[config.mk]
export PLATFORM = sky130hd
export DESIGN_NAME = fifo_wr_arb
export DESIGN_NICKNAME = d
export VERILOG_FILES = /design/src/rtl/fifo_wr_arb.sv
export SDC_FILE = /design/constraint.sdc
export NUM_CORES = 1
export LEC_CHECK = 0
export BUFFER_PORTS_ARGS = -buffer_cell sky130_fd_sc_hd__buf_2
export CORE_MARGIN = 2
export CORE_UTILIZATION = 50
export CTS_CLUSTER_SIZE = 30
export DETAILED_ROUTE_END_ITERATION = 10
export PLACE_DENSITY_LB_ADDON = 0.05
export SLEW_MARGIN = 10
export SYNTH_ARGS = -nofsm -noshare
export SYNTH_HDL_FRONTEND = slang
export SYNTH_SLANG_ARGS = --single-unit
[constraint.sdc]
create_clock -name wr_clk_i -period 8.5 [get_ports wr_clk_i]
set_clock_uncertainty 0.15 [all_clocks]
set_input_delay 0 -clock wr_clk_i [delete_from_list [all_inputs] [get_ports wr_clk_i]]
set_output_delay 0 -clock wr_clk_i [all_outputs]
set_load 0.02 [all_outputs]
[src/rtl/fifo_wr_arb.sv]
// Write-side controller for the dual-clock FIFO: round-robin arbitration of NREQ
// requesters onto the RAM write port, write pointer ownership and fill status.
module fifo_wr_arb #(
    parameter int AWIDTH    = 3,
    parameter int DWIDTH    = 8,
    parameter int NREQ      = 2,
    parameter int AFULL_LVL = 6
) (
    input  logic                   wr_clk_i,
    input  logic                   aclr_i,
    input  logic [NREQ-1:0]        req_valid_i,
    input  logic [NREQ*DWIDTH-1:0] req_data_i,
    output logic [NREQ-1:0]        req_ready_o,
    input  logic [AWIDTH:0]        rd_pntr_gray_i,
    output logic                   mem_wr_o,
    output logic [AWIDTH-1:0]      mem_addr_o,
    output logic [DWIDTH-1:0]      mem_data_o,
    output logic [AWIDTH:0]        wr_pntr_gray_o,
    output logic                   wr_full_o,
    output logic                   wr_almost_full_o,
    output logic [AWIDTH:0]        wr_usedw_o
);

    localparam int PW = $clog2(NREQ);
    localparam logic [AWIDTH:0] DEPTH     = {1'b1, {AWIDTH{1'b0}}};
    localparam logic [AWIDTH:0] AFULL_CMP = (AWIDTH+1)'(AFULL_LVL);

    logic [AWIDTH:0]   wr_ptr;
    logic [AWIDTH:0]   rd_bin;
    logic [PW-1:0]     prio;
    logic [NREQ-1:0]   grant;
    logic [DWIDTH-1:0] gdata;
    logic [PW-1:0]     nprio;
    logic              found;
    int unsigned       idx;

    // Each binary bit is the XOR of all Gray bits at or above it.
    always_comb begin
        rd_bin = '0;
        for (int unsigned i = 0; i <= AWIDTH; i++) begin
            rd_bin[i] = ^(rd_pntr_gray_i >> i);
        end
    end

    assign wr_usedw_o       = wr_ptr - rd_bin;
    assign wr_full_o        = (wr_usedw_o == DEPTH);
    assign wr_almost_full_o = (wr_usedw_o >= AFULL_CMP);

    always_comb begin
        grant = '0;
        gdata = '0;
        nprio = prio;
        found = 1'b0;
        idx   = 0;
        if (!wr_full_o) begin
            for (int unsigned k = 0; k < NREQ; k++) begin
                idx = (32'(prio) + k) % NREQ;
                if (!found && req_valid_i[idx]) begin
                    found      = 1'b1;
                    grant[idx] = 1'b1;
                    gdata      = req_data_i[idx*DWIDTH +: DWIDTH];
                    nprio      = PW'((idx + 1) % NREQ);
                end
            end
        end
    end

    assign req_ready_o = grant;

    // Gray copy is taken from the pre-update pointer so it lags the RAM write.
    always_ff @(posedge wr_clk_i) begin
        if (!aclr_i) begin
            wr_ptr         <= '0;
            wr_pntr_gray_o <= '0;
            mem_wr_o       <= 1'b0;
            mem_addr_o     <= '0;
            mem_data_o     <= '0;
            prio           <= '0;
        end else begin
            wr_pntr_gray_o <= wr_ptr ^ (wr_ptr >> 1);
            mem_wr_o       <= found;
            if (found) begin
                mem_addr_o <= wr_ptr[AWIDTH-1:0];
                mem_data_o <= gdata;
                wr_ptr     <= wr_ptr + 1'b1;
                prio       <= nprio;
            end
        end
    end

endmodule

## Word-level counts from Yosys, hierarchy flattened

Cells that the tools add are included.

- Output and inout port bits: 24
- Register bits: 21
- Logic and storage cells: 52

- Bitwise gates (word level): 3
- Shift-type cells: 2
- Multiplexer cells: 21
- Reductions and logical operators: 10
- Equal/unequal tests: 1
- $add $sub $neg: 4
- Magnitude comparators: 5

Operator list:

| operator | count |
|---|---|
| indexed part select 16 x 5 -> 8 bit | 2 |
| two-way mux 8 bit | 3 |
| parity 4 bit | 4 |
| two-way mux 1 bit | 12 |
| two-way mux 2 bit | 4 |
| adder 4 x 1 -> 4 bit, second input constant | 1 |
| == test 4 bit, second input constant | 1 |
| greater-or-equal comparator 4 x 3 -> 1 bit, second input constant | 1 |
| less-than comparator 1 x 2 -> 1 bit, second input constant | 2 |
| subtractor 4 bit | 1 |
| XOR 4 x 3 -> 4 bit | 1 |
| logical AND 1 bit | 3 |
| AND reduction 3 bit | 1 |
| adder 1 bit, second input constant | 2 |
| demux 1 bit (select 1 bit) | 2 |
| greater-or-equal comparator 1 bit, second input constant | 2 |
| bitwise OR 2 bit | 1 |
| nonzero test 2 bit | 1 |
| logical NOT 1 bit | 1 |
| inverter 1 bit | 1 |

## Depth between registers and ports, before layout

Gate-level depths: netlist (run 1).

- Depth after elaboration: 9
- Mapped depth: 11
- Depth with buffers taken out: 10

## Worst setup path before layout (run 1)

No wires, ideal clock.

- Path kind: input to register
- From: input port rd_pntr_gray_i[3]
- To: register mem_data_o[3]
- Arrival time: 2605 ps
- Data required time: 8234 ps
- Cell stages on the path: 11
- Setup slack: 5629 ps
- Cell sequence: xnor2_1 > xor2_1 > xnor2_1 > ha_1 > fa_1 > xnor2_2 > and4b_1 > nor4_4 > buf_4 > nand2_1 > o211a_1

- Longest elaborated chain between the ends: 4

RTL lines:

| item | RTL line | RTL |
|---|---|---|
| start, declared | 14 | `input logic [AWIDTH:0] rd_pntr_gray_i,` |
| parity 4 bit | 41 | `rd_bin[i] = ^(rd_pntr_gray_i >> i);` |
| subtractor 4 bit * | 45 | `assign wr_usedw_o = wr_ptr - rd_bin;` |
| via wr_usedw_o[2] | 21 | `output logic [AWIDTH:0] wr_usedw_o` |
| == test 4 bit * | 46 | `assign wr_full_o = (wr_usedw_o == DEPTH);` |
| two-way mux 8 bit or two-way mux 1 bit (tied branches) | 55 | `if (!wr_full_o) begin` |
| end signal, assigned | 84 | `mem_data_o <= gdata;` |
| end, declared | 17 | `output logic [DWIDTH-1:0] mem_data_o,` |

The timed path passes the listed nets; every way through them passes the cells marked *.
A chain may end at the register's enable or synchronous reset.

## Worst setup path in the final report (run 1)

- From: input port rd_pntr_gray_i[3]
- To: register mem_data_o[2]

- Longest elaborated chain between the ends: 4

RTL lines:

| item | RTL line |
|---|---|
| parity 4 bit | 41 |
| subtractor 4 bit * | 45 |
| == test 4 bit * | 46 |
| two-way mux 8 bit or two-way mux 1 bit (tied branches) | 55 |

Every way passes the cells marked *; elsewhere a longest branch is shown, timed or not.

==> key figures, run 1 <==
Route
  – Vias after detailed routing: between 1000 and 1500
  – Wire per inst: 13.10 µm
  – Routed Wire Length: 2987 µm
  – Vias/cell: between 5 and 6
  – Initial detailed-routing violation count: 21
  – DR pass1 iterations: 6
  – DRC errors left: 0
  – Antenna-violating nets left: 0

Placed design
  – RePlAce Congestion: 0.8295
  – # placed instances: 194
  – Input/output buffers: 47
  – Final HPWL DP: 1816 µm
  – Dpl ws: 4.900 ns

Critical path
  – Cell family with most CP delay: buffers and inverters
  – Required time of the critical path: 8.56 ns
  – Critical path's largest stage delay: between 0.5 and 0.6 ns
  – Slowest-stage cell, CP: dlygate4sd3_1
  – Crit-path cells: dlygate4sd3_1 -> buf_2 -> xnor2_1 -> xor2_1 -> xnor2_1 -> ha_1 -> fa_1 -> xnor2_2 -> and4b_1 -> nor4_4 -> buf_8 -> nand2_1 -> o211a_1 -> dlygate4sd3_1
  – CP bufs+invs: 4
  – Kind of critical path: in -> reg
  – Startpoint types: input pin
  – CP max FO: 20
  – Cell depth of the worst flop-to-flop path: 10
  – Worst setup EP type: flip-flop
  – Setup slack, reg-to-reg: 5.05 ns
  – Worst Path Arrival: about 4.1 ns
  – Critical path depth in cells: 14

Hold path
  – Hold path cells: 6
  – Worst hold-check path type: in -> reg

Global routing
  – Total grt overflow: 0
  – Antenna violations before repair: 0
  – Pin count of the biggest net entering global routing: 28
  – First-pass GRT wire length: ~4800 µm
  – GRT Total Usage: 24.07%
  – Number of global-route vias before repair: 1099

Clocking
  – Clock Sinks: 21
  – Setup repair bufs after CTS: 0
  – CTS Buffer Depth: 2
  – Worst skew pair latency: 0.31 ns
  – Root Driver: clkbuf_4
  – Number of buffers created by CTS: 3
  – Htree depth: 1
  – Clock slew at reported path FFs: around 0.12 ns
  – CTS tree: yes

Die
  – Die ar.: 2658 µm²
  – Core ar.: 2170 µm²
  – # IOs: 48
  – Chip height: between 50 and 60 µm
  – Initial core utilization: 52.13%
  – Width of the die: 51.56 µm
  – # rows: 17

Final layout
  – Area Growth Syn to Fin: 50.55%
  – # nets final: 231
  – Final core occ: just under 80%
  – Layout cell share with drive strength beyond 1: between 20 and 30%
  – Ant diodes: 0
  – Fin cells: 228
  – Fillers: 165

Power
  – Leak: 0.9066 nW
  – Power per cell area: 233.3 nW/µm²
  – Worst vdd ir: 0.1770 mV

STA
  – Setup violators final: 0
  – Relative slew margins: a little over 30%
  – Post-route setup TNS: 0 ns
  – Final Max Slew Viols: 0
  – Worst slew pin tran: 1.033 ns
  – RSZ-0062 raised after global routing: false
  – Minimum clock period: ~4 ns
  – Final hold violation count: 0
  – FMAX: 250.5 MHz
  – PnR worst setup slack: 4.509 ns
  – Final Cycle Share: 46.96%

Logic synthesis
  – Cell taking the most area after synthesis: dfxtp_1
  – Synth top area cells: dfxtp_1 37%, o211a_1 7.1%, nand2_1 6.6%, ha_1 5.5%, a22oi_1 5.3%
  – Ys flop type: dfxtp_1
  – Post-Synthesis Cells: between 100 and 150
  – Post-synth EDFFs: 0
  – Syn_nets: 155
  – FF+latch count, synth: 21
  – Async SR Flop Fraction: 0%
  – Synthesized area: 1131 µm²
  – Top-area cell type share of the netlist area: 37.17%
  – Synth Area per Inst: 9.049 µm²
  – Syn. warnings: 0
  – Cell variety after synth: 32
  – Seq/Total Area, Yosys: 37.17%

Outcome
  – Status: finished, final reports clean

Run
  – MaxCap Viol Count: 0
==> repair_timing <==
| action | 4_1_cts | 5_1_grt |
|---|---|---|
| gates resized for setup | 0 | 0 |
| hold buffers | 29 | 0 |
| hold endpoints to repair | 19 | 0 |
==> synth_stat cells (3+ instances only) <==
master,n
o211a_1,8
nand3_1,3
ha_1,5
and2_1,8
nand2_1,20
inv_1,7
xnor2_1,3
a22oi_1,8
nor2_1,3
a21oi_1,3
dfxtp_1,21
xor2_1,4
o21ai_0,5
==> layer usage <==
layer  vias up  share of wire (%)  GRT usage, %
li1        589                  -             -
met1       536                 44         27.42
met2        26                 52         44.87
met3         4                3.1         2.586
met4         0               0.70         10.53
met5         -                  0             0
==> per-stage QoR <==
stage	total power [mW]	hold WS, ns	cell area [µm²]
after global placement	0.3166	0.1448	1370
after detailed placement	0.3213	0.1693	1370
final	0.3973	0.2555	1703
after CTS	0.3910	0.1726	1688
after floorplan	0.2692	-0.001348	1131
after global routing	0.4236	0.2929	1703
==> state kept, by name, indices dropped and copies added, names as in the netlist <==
name	count
mem_data_o	8
prio	1
wr_pntr_gray_o	4
mem_addr_o	3
wr_ptr	4
mem_wr_o	1
==> cells in the final DEF, fill, tap and decap left out, types with 2 or more instances in the layout <==
master / instances
nand2b_1: 2
ha_1: 5
clkbuf_4: 3
xnor2_1: 3
or3_1: 2
nand2_1: 20
dlygate4sd3_1: 29
nand3_1: 3
dfxtp_1: 21
nor4bb_1: 2
nand4b_1: 2
a22oi_1: 8
nor2_1: 3
inv_1: 7
o21ai_0: 5
nor2b_1: 2
a21boi_0: 2
o211a_1: 8
xor2_1: 4
a21oi_1: 3
buf_2: 47
and2_1: 8
==> final cells by class <==
type	count	area, µm²	share of cell area (%)
Inverter	7	26.28	1.543
Timing Repair Buffer	77	540.5	31.74
Clock buffer	3	22.52	1.323
Multi-Input combinational cell	91	653.1	38.35
Sequential cell	21	420.4	24.69
Tap cell	28	35.03	2.057
Clock inverter	1	5.005	0.2939
==> worst min-delay path, cell delays in order <==
cell and delay (ns):
buf_2 0.12, nor2_1 0.17, nor4_4 0.09, buf_8 0.16, nand2_1 0.06, o21ai_0 0.07
==> logic make-up (layout without fill, tap and decap cells) <==
group                      Yosys count  count (layout)  share of synthesized area [%]
buffers and inverters               13              88                          5.088
and+or+nand+nor                     48              48                          24.00
xor gates and xnor gates             8               8                          6.859
DFF                                 21              21                          37.17
AOI/OAI and AO/OA                   28              28                          18.69
muxes                                1               1                         0.8850
adders and majority gates            6               6                          7.301
==> path summary, 6_finish.rpt <==
path / startpoint / to
worst max-delay path: rd_pntr_gray_i[3] / mem_data_o[2]$_SDFFE_PN0P_
worst min-delay path: req_valid_i[1] / wr_ptr[1]$_SDFFE_PN0P_
worst max register to register: wr_ptr[0]$_SDFFE_PN0P_ / mem_data_o[2]$_SDFFE_PN0P_
worst min register to register: mem_addr_o[1]$_SDFFE_PN0P_ / mem_addr_o[1]$_SDFFE_PN0P_
==> power by group <==
group / internal, mW / switching (mW)
combinational: 0.0941 / 0.124
clock: 0.0176 / 0.0320
sequential: 0.117 / 0.0128
total: 0.229 / 0.168
Note: power is estimated with default switching activity, not from simulation.
==> inputs of run 2 (changes only) <==
--- a/config.mk
+++ b/config.mk
@@ -5,9 +5,10 @@
 export SDC_FILE = /design/constraint.sdc
 export NUM_CORES = 1
 export LEC_CHECK = 0
+export ABC_AREA = 1
 export BUFFER_PORTS_ARGS = -buffer_cell sky130_fd_sc_hd__buf_2
 export CORE_MARGIN = 2
-export CORE_UTILIZATION = 50
+export CORE_UTILIZATION = 45
 export CTS_CLUSTER_SIZE = 30
 export DETAILED_ROUTE_END_ITERATION = 10
 export PLACE_DENSITY_LB_ADDON = 0.05
==> constraint.sdc (replaced) <==
create_clock -name wr_clk_i -period 3.6 [get_ports wr_clk_i]
set_clock_uncertainty 0.15 [all_clocks]
set_input_delay 0 -clock wr_clk_i [delete_from_list [all_inputs] [get_ports wr_clk_i]]
set_output_delay 0 -clock wr_clk_i [all_outputs]
set_load 0.02 [all_outputs]
==> key figures, run 2 <==
Power
  – Reg power frac: 34.0% (+1.3 points)
  – Switching Power: 0.4161 mW (+150%)
  – Combinational share of power: 53.7% (-1.1 points)
  – Worst vdd ir: 0.3070 mV (+73%)
  – Leak: 0.9864 nW (+8.8%)
  – Net Sw Frac: 45.64% (+3.3 points)
  – Int Power: 0.4955 mW (+120%)
  – Clk network pwr share: 12.3% (-0.2 points)
  – Power per cell area: 518.9 nW/µm² (+120%)

Placed design
  – RePlAce Congestion: 0.7865 (-5.2%)
  – Input/output buffers: 47 (unchanged)
  – Dpl cell area: 1700 µm² (+24%)
  – # placed instances: 306 (+58%)
  – Final HPWL DP: 2319 µm (+28%)
  – Dpl ws: 0.9437 ns (-3.957 ns)

STA
  – Post-route setup TNS: 0 ns (unchanged)
  – PnR worst setup slack: 0.7858 ns (-3.723 ns)
  – Worst slew pin tran: 0.6465 ns (-0.3865 ns)
  – Relative slew margins: 56.84% (+26 points)
  – FMAX: 355.3 MHz
  – Final Max Slew Viols: 0 (unchanged)
  – Final Cycle Share: 78.17%
  – Final hold violation count: 0 (unchanged)
  – Setup violators final: 0 (unchanged)
  – Minimum clock period: between 2 and 3 ns
  – RSZ-0062 raised after global routing: false

Logic synthesis
  – Seq/Total Area, Yosys: 28.60% (-8.6 points)
  – Synth Area per Inst: 6.622 µm² (-27%)
  – Ys flop type: dfxtp_1
  – Post-synth EDFFs: 0 (unchanged)
  – Post-Synthesis Cells: 222 (+78%)
  – Cell taking the most area after synthesis: dfxtp_1
  – Synthesized area: 1470 µm² (+30%)
  – Most frequent cell after synthesis: nand2_1
  – FF+latch count, synth: 21 (unchanged)
  – Top-area cell type share of the netlist area: 28.60% (-8.6 points)
  – Async SR Flop Fraction: 0% (unchanged)
  – Syn. warnings: 0 (unchanged)
  – Synth top cells by count: 63 x nand2_1, 39 x inv_1, 21 x dfxtp_1
  – Synth top area cells: dfxtp_1 29%, nand2_1 16%, inv_1 10%, nand3_1 5.8%, o21ai_0 5.8%
  – Cell variety after synth: 27 (-16%)
  – Syn_nets: 252 (+63%)

Die
  – # IOs: 48 (unchanged)
  – Initial core utilization: 47.76% (-4.4 points)
  – Die ar.: 3740 µm² (+41%)
  – # rows: 20 (+3)
  – Chip height: 61.16 µm (+19%)
  – Width of the die: 61.16 µm (+19%)
  – Core ar.: 3078 µm² (+42%)

Global routing
  – Pin count of the biggest net entering global routing: 22 (-21%)
  – First-pass GRT wire length: 5092 µm (+6.8%)
  – Antenna violations before repair: 0 (unchanged)
  – Number of global-route vias before repair: 1256 (+14%)
  – GRT Total Usage: 17.69% (-6.4 points)
  – Total grt overflow: 0 (unchanged)

Final layout
  – Most common cell after layout, fill and taps aside: nand2_1
  – Commonest cells after routing, fill and taps aside: 63 x nand2_1, 47 x buf_2, 39 x inv_1
  – Layout cell share with drive strength beyond 1: 29.74% (+2.7 points)
  – Max FFs per register: 8 (unchanged)
  – Register area: 420.4 µm² (unchanged)
  – Finished Cell Area: 1757 µm² (+3.2%)
  – Fillers: 348 (+110%)
  – Multi-input logic area: 820.8 µm² (+26%)
  – # nets final: 300 (+30%)
  – Largest Register: mem_data_o
  – Ant diodes: 0 (unchanged)
  – Biggest regs: mem_data_o x8, wr_pntr_gray_o x4, wr_ptr x4
  – Fin cells: 313 (+37%)
  – Area Growth Syn to Fin: 19.49%
  – Final core occ: 57.07% (-21 points)

Clocking
  – Worst skew pair latency: 0.30 ns (about the same)
  – CTS tree: yes
  – Clock Sinks: 21 (unchanged)
  – Htree depth: 1 (unchanged)
  – Post-CTS resize count: 0 (unchanged)
  – Root Driver: clkbuf_4
  – Number of buffers created by CTS: 3 (unchanged)
  – CTS Buffer Depth: 2 (unchanged)
  – Clock slew at reported path FFs: 0.11 ns (about the same)

Run
  – MaxCap Viol Count: 0 (unchanged)

Route
  – Initial detailed-routing violation count: 48 (+130%)
  – DRC errors left: 0 (unchanged)
  – Vias/cell: 4.543 (-10%)
  – DR pass1 iterations: 4 (-2)
  – Vias after detailed routing: 1422 (+23%)
  – Antenna-violating nets left: 0 (unchanged)
  – Wire per inst: 9.767 µm (-25%)
  – Routed Wire Length: 3057 µm (+2.3%)

Critical path
  – Required time of the critical path: 3.65 ns (-4.91 ns)
  – CP bufs+invs: 4 (unchanged)
  – Cell family with most CP delay: buffers and inverters
  – Crit-path cells: buf_2 -> xnor2_1 -> xor2_2 -> xor2_1 -> inv_1 -> ha_1 -> fa_1 -> nand2_1 -> nor2_2 -> nand3_2 -> buf_4 -> a21oi_1 -> nor2_1 -> dlygate4sd3_1
  – Worst setup EP type: flip-flop
  – Slowest-stage cell, CP: dlygate4sd3_1
  – Kind of critical path: in -> reg
  – Critical path's largest stage delay: 0.55 ns (about the same)
  – CP max FO: 19 (-5.0%)
  – Startpoint types: input pin
  – Worst Path Arrival: 2.86 ns (-1.19 ns)

Hold path
  – Worst hold-check path type: in -> reg

Outcome
  – Status: finished, final reports clean
-- run 2: changes by cell type after synthesis, moves of 3 or more --
cell | before | now
and2_1 | 8 | 0
a22oi_1 | 8 | 0
o211a_1 | 8 | 0
a21oi_2 | 0 | 8
nand3_1 | 3 | 17
nand2_2 | 0 | 13
inv_1 | 7 | 39
o21ai_0 | 5 | 17
a21oi_1 | 3 | 6
nand2_1 | 20 | 63
nor2_1 | 3 | 10
-- run 2: per-layer routing --
layer | part of all wire, % | global-route usage (%) | vias up
met5 | 0 | 0 | -
met4 | 0 | 1.863 | 0
met3 | 4.1 | 4.622 | 0
met2 | 51 | 34.50 | 29
met1 | 45 | 19.62 | 617
li1 | - | - | 776
-- run 2: final cells by class --
type | count | area share [%]
Multi-Input combinational cell | 151 | 46.72
Sequential cell | 21 | 23.93
Timing Repair Buffer | 52 | 15.95
Inverter | 41 | 8.761
Tap cell | 44 | 3.134
Clock buffer | 4 | 1.496
-- run 2: cells by family after synthesis --
family	Yosys count	synth area share [%]
AND/OR/NAND/NOR	106	31.58
buffers and inverters	50	15.57
XOR/XNOR	5	3.490
AO/OA/AOI/OAI	34	15.15
flip-flops	21	28.60
adder cells (fa/ha/maj)	6	5.617
-- run 2: timing repair --
action,CTS,global route
setup buffers,0,0
hold buffers,3,0
endpoints found under the hold margin,9,0
-- run 2: metrics by stage --
| step | hold slack [ns] | total power, mW |
|---|---|---|
| floorplan | -0.01543 | 0.6966 |
| global placement | 0.1651 | 0.8031 |
| detailed placement | 0.1641 | 0.8033 |
| CTS | 0.009021 | 0.9212 |
| global route | 0.04524 | 0.9959 |
| finish | 0.009519 | 0.9116 |
-- run 2: path summary, 6_finish.rpt --
kind,cells past startpoint,end,slack [ns],startpoint
worst max-delay path,14,prio$_SDFFE_PN0P_,0.79,rd_pntr_gray_i[3]
worst min register to register,2,mem_addr_o[0]$_SDFFE_PN0P_,0.32,mem_addr_o[0]$_SDFFE_PN0P_
worst min-delay path,7,mem_data_o[7]$_SDFFE_PN0P_,0.01,req_data_i[7]
worst max register to register,10,prio$_SDFFE_PN0P_,0.86,wr_ptr[0]$_SDFFE_PN0P_
-- run 2: power by group through the flow --
stage          clock, mW  sequential [mW]  combinational [mW]
2_1_floorplan          0            0.345               0.352
3_3_place_gp           0            0.316               0.487
3_5_place_dp           0            0.316               0.487
4_1_cts            0.115            0.311               0.495
5_1_grt            0.122            0.318               0.555
6_report           0.112            0.310               0.489
-- run 2: worst reg2reg max path: cells and delay by family, from the launching register on --
kind            cells  cell delay, ns
buf+inv             3            0.85
flops               1            0.42
simple gates        4            0.35
fa+ha+maj           2            0.73
compound gates      1            0.15
